$ cat src/rtl/ss_sng_lfsr.sv
// Stochastic number generator: converts an N-bit unsigned value into a
// stream of L bits whose density of ones approximates VAL/2^N. Each stream
// bit compares a free-running Galois LFSR against the latched value.
module ss_sng_lfsr #(
  parameter int unsigned  N    = 16,
  parameter int unsigned  L    = 1024,
  parameter logic [N-1:0] TAPS = 16'hB400,
  parameter logic [N-1:0] SEED = 16'hACE1
) (
  input  logic         CLK,
  input  logic         INIT,
  input  logic [N-1:0] VAL,
  input  logic         LOAD,
  output logic         BUSY,
  output logic         OUT,
  output logic         OUT_VALID,
  output logic         DONE,
  output logic [15:0]  COUNT
);

  // An all-zero seed would lock the LFSR at zero forever.
  localparam logic [N-1:0] SEED_EFF = (SEED == '0) ? {{(N-1){1'b0}}, 1'b1} : SEED;
  localparam logic [15:0]  LAST     = 16'(L - 1);

  typedef enum logic [1:0] {StIdle, StRun, StFin} state_e;

  state_e       state_q, state_d;
  logic [N-1:0] lfsr_q;
  logic [N-1:0] lfsr_next;
  logic [N-1:0] vreg_q;
  logic [15:0]  count_q;
  logic [15:0]  run_cnt_q;
  logic         accept;
  logic         in_run;

  // State register.
  always_ff @(posedge CLK or posedge INIT) begin
    if (INIT) begin
      state_q <= StIdle;
    end else begin
      state_q <= state_d;
    end
  end

  // Next-state logic; FIN accepts LOAD exactly like IDLE.
  always_comb begin
    state_d = state_q;
    unique case (state_q)
      StIdle:  if (LOAD) state_d = StRun;
      StRun:   if (run_cnt_q == LAST) state_d = StFin;
      StFin:   state_d = LOAD ? StRun : StIdle;
      default: state_d = StIdle;
    endcase
  end

  // Outputs decoded purely from registered state.
  always_comb begin
    in_run    = (state_q == StRun);
    OUT_VALID = in_run;
    BUSY      = in_run;
    DONE      = (state_q == StFin);
    OUT       = in_run && (lfsr_q < vreg_q);
    COUNT     = count_q;
    accept    = LOAD && (state_q != StRun);
    lfsr_next = lfsr_q[0] ? ((lfsr_q >> 1) ^ TAPS) : (lfsr_q >> 1);
  end

  // Datapath: value latch, ones counter, run length counter and LFSR.
  // The LFSR is never reseeded between runs, only by INIT.
  always_ff @(posedge CLK or posedge INIT) begin
    if (INIT) begin
      lfsr_q    <= SEED_EFF;
      vreg_q    <= '0;
      count_q   <= '0;
      run_cnt_q <= '0;
    end else if (accept) begin
      vreg_q    <= VAL;
      count_q   <= '0;
      run_cnt_q <= '0;
    end else if (in_run) begin
      lfsr_q    <= lfsr_next;
      run_cnt_q <= run_cnt_q + 16'd1;
      if (OUT) count_q <= count_q + 16'd1;
    end
  end

endmodule
$ cat config.mk
export PLATFORM = sky130hd
export DESIGN_NAME = ss_sng_lfsr
export DESIGN_NICKNAME = d
export VERILOG_FILES = /design/src/rtl/ss_sng_lfsr.sv
export SDC_FILE = /design/constraint.sdc
export NUM_CORES = 1
export LEC_CHECK = 0
export ABC_AREA = 1
export CORE_MARGIN = 1.5
export CORE_UTILIZATION = 40
export CTS_CLUSTER_SIZE = 25
export DETAILED_ROUTE_END_ITERATION = 8
export HOLD_SLACK_MARGIN = 0.03
export SETUP_SLACK_MARGIN = 0.2
export SYNTH_ARGS = -nofsm -noshare
export SYNTH_HDL_FRONTEND = slang
export SYNTH_SLANG_ARGS = --single-unit
$ cat constraint.sdc
create_clock -name CLK -period 2.64 [get_ports CLK]
set_input_delay 0.264 -clock CLK [delete_from_list [all_inputs] [get_ports CLK]]
set_output_delay 0.264 -clock CLK [all_outputs]
set_load 0.02 [all_outputs]
==> summary.md <==
| Metric | Value |
|---|---|
| Pleak | 0.002066 uW |
| Sequential share of the synthesized area | 0.4708 |
| Initial core utilization | 0.4087 |
| Normalized max-slew margin | 0.7711 |
| Clk sink count | 66 |
| Area Growth Syn to Fin | 20.63% |
| Core Region | 8636 um2 |
| Die W | 96.94 um |
| Hold Fails Final Rpt | 0 |
| CP Max Fanout | 6 |
| Multiplexer share of the synthesized area | 0.005672 |
| Synthesized instance count | 425 |
| Vias per Instance | 4.875 |
| Psw | 438.0 uW |
| Post-route ant nets | 0 |
| Total number of vias | 2842 |
| Area contributors post-synth | dfrtp_1 41%, nand2_1 14%, ha_1 6.0% |
| GRT Overall Usage | 0.1649 |
| Post-Syn Area per Cell | 8.305 um2 |
| Initial antenna violation count | 0 |
| Dpl cells | 562 |
| Post-layout min period | 2.282 ns |
| Slew @ Worst Pin | 0.3428 ns |
| Sequential power share | 0.525 |
| Cell taking the most area after synthesis | dfrtp_1 |
| Worst endpoint required time | 2.38 ns |
| Sw frac | 0.2218 |
| Worst VDD drop | 345.0 uV |
| Vias in the first global route | 2784 |
| CP Class | flop to output pin |
| Compound-Gate Fraction of Synth Area | 0.06381 |
| Yosys warns | 0 |
| Launch point of the worst reg-to-reg path | lfsr_q[5] |
| Synth Register Bits | 66 |
| Post-synthesis simple-gate area fraction | 0.2967 |
| Critical Path Sink Type | output pin |
| Worst hold path class | input port to async pin |
| CP Launch Type | flop |
| Layout cells sized above 1 | 0.1284 |
| Top-count cell post-synth | nand2_1 |
| P_int | 1537 uW |
| Hold Worst Slack | 0.1944 ns |
| Final period util | 0.8645 |
| Clock Power Share | 0.424 |
| Comb pwr share | 0.051 |
| # diodes | 0 |
| CTS tree | yes |
| Most frequent cells after synthesis | 127 x nand2_1, 58 x dfrtp_1, 43 x inv_1 |
| CP arrival | 2.02 ns |
| Initial DRC Count | 92 |
| Count of hold-fix buffers inserted at cts | 0 |
| Slew Limit Fails | 0 |
| MaxCap Viol Count | 0 |
| Mapped Area | 3530 um2 |
| FILL cells | 876 |
| Unrepaired setup endpoints after global routing | false |
| Syn_nets | 461 |
| EDFF count, synth | 0 |
| Largest net degree at the start of global routing | 53 |
| PwrDens | 463.8 nW/um2 |
| CTS root buf | clkbuf_8 |
| Number of distinct library cells after synthesis | 35 |
| WL final | 7.098 mm |
| Ports | 39 |
| Reg2Reg Setup Slack | 0.81 ns |
| Placement Rows | 34 |
| Reg2reg path depth | 10 |
| DR WL/cell | 12.17 um |
| CTS Buffer Depth | 2 |
| Post-DP HPWL | 4.860 mm |
| Status | complete, no violations |
| Area share of the largest cell type after synthesis | 0.4112 |
| Xor/xnor cell area share of the yosys netlist | 0.02481 |
| F_max | 438.1 MHz |
| Die Ht | 96.94 um |
| First-pass GRT wire length | 12.55 mm |
| Routability cong. | 0.7997 |
| CTS Buf Count | 9 |
| Die Area | 9396 um2 |
| Fraction of registers with async set/reset | 1.000 |
| Worst-Skew Late Latency | 0.35 ns |
| Post-route setup TNS | 0 ns |
| Final std cells w/o fill | 583 |
| H-tree depth | 3 |
| Largest family of logic cells by synthesized area | simple AND/OR/NAND/NOR gates |
| Clk slew on worst S/H paths | 0.07 ns |
| GR Overflow Total | 0 |
| Final setup violation count | 0 |
| PortBufs | 38 |
| Post-Synth Adder-Cell Area | 0.06026 |
| Post-layout nets | 506 |
| Clk_skew | 0.01217 ns |
| Reg-to-reg critical path endpoint | COUNT[13] |
| Most used DFF post-synth | dfrtp_1 |
| Iteration count of the initial detailed-routing pass | 4 |
| Residual DRC | 0 |
cell families (layout without fill, tap and decap cells):
family / Yosys count / count (layout)
buf+inv: 63 / 113
simple gates: 224 / 224
fa+ha+maj: 17 / 17
flops: 66 / 66
compound gates: 43 / 43
xor+xnor: 10 / 10
mux: 2 / 2
state kept, by name, indices dropped and copies added, names as in the netlist:
register	flops
lfsr_q	16
run_cnt_q	16
vreg_q	16
state_q	2
COUNT	16
area by class of cell:
cell class	count	area (um2)	share of cell area
sequential	66	1662	0.3902
multi-input combinational	296	1602	0.3761
timing repair buffer	48	481.7	0.1131
inverter	49	188.9	0.04437
clock buffer	13	148.9	0.03497
tap	108	135.1	0.03174
clock inverter	3	40.04	0.009403
layout by cell type, fill, tap and decap left out:
| cell | instances |
|---|---|
| inv_1 | 42 |
| clkinv_2 | 2 |
| nor4_1 | 1 |
| nor3_2 | 3 |
| nor2_2 | 4 |
| o21bai_1 | 1 |
| bufinv_16 | 1 |
| nor3b_1 | 1 |
| nor3_1 | 4 |
| o21ai_1 | 4 |
| ha_1 | 17 |
| nand2_8 | 1 |
| nor2_1 | 23 |
| clkbuf_8 | 10 |
| dfstp_2 | 8 |
| dfrtp_1 | 58 |
| clkdlybuf4s50_1 | 37 |
| a21o_1 | 1 |
| a21oi_1 | 5 |
| nand2_4 | 1 |
| xor2_1 | 5 |
| xnor2_1 | 5 |
| nand3_1 | 31 |
| nand4_1 | 12 |
| inv_4 | 2 |
| clkbuf_1 | 3 |
| nand3_2 | 9 |
| nand3b_1 | 4 |
| or2_2 | 1 |
| nand2_1 | 127 |
| buf_4 | 8 |
| inv_2 | 5 |
| buf_12 | 2 |
| clkdlybuf4s15_2 | 1 |
| mux2i_1 | 2 |
| a22o_1 | 1 |
| a21oi_2 | 1 |
| o21ai_0 | 29 |
| o22ai_1 | 1 |
| nand2_2 | 2 |
worst max-delay path by stage:
stage,start,end,slack (ns),cells after the start
after floorplan,INIT,COUNT[0],0.73,1
after global placement,lfsr_q[13],OUT,0.28,9
after detailed placement,lfsr_q[13],OUT,0.24,9
after CTS,lfsr_q[5],OUT,0.26,9
after global routing,lfsr_q[5],OUT,0.28,9
final,lfsr_q[5],OUT,0.36,9
per-stage QoR:
stage               instance area [um2]  utilization  setup WS, ns  total power, uW
finish                             4258       0.4930        0.3576             1975
global route                       4258       0.4930        0.2818             2064
CTS                                4222       0.4888        0.2576             2012
detailed placement                 4019       0.4654        0.2359             1158
global placement                   4019       0.4654        0.2800             1156
floorplan                          3530            -        0.7344             1106
per-layer routing:
layer	track usage	part of all wire	up-vias
met3	0.03974	0.035	10
met4	0.07135	0.018	0
met1	0.2057	0.47	1332
li1	-	-	1453
met5	0	0	-
met2	0.2722	0.48	47
power by group through the flow:
stage                     clock [uW]  sequential [uW]  combinational [uW]
after floorplan                    0             1060                47.6
after global placement             0             1060                 101
after detailed placement           0             1060                 102
after CTS                        872             1040                 103
after global routing             909             1040                 115
final                            837             1040                 100
critical path, stage by stage (launching register included):
cell and delay [ns]:
dfstp_2 0.55, ha_1 0.25, a21oi_2 0.13, nor2_1 0.07, nor3_2 0.14, nand2_2 0.10, nand2_4 0.09, nand2_8 0.07
inv_2 0.04, clkdlybuf4s15_2 0.24
repair_timing:
item | in CTS | in global routing
cloned | 0 | 0
buffers inserted | 1 | 4
pin swaps | 0 | 1
endpoints found under the setup margin | 1 | 2
gates resized for setup | 4 | 3
Note: power is estimated with default switching activity, not from simulation.
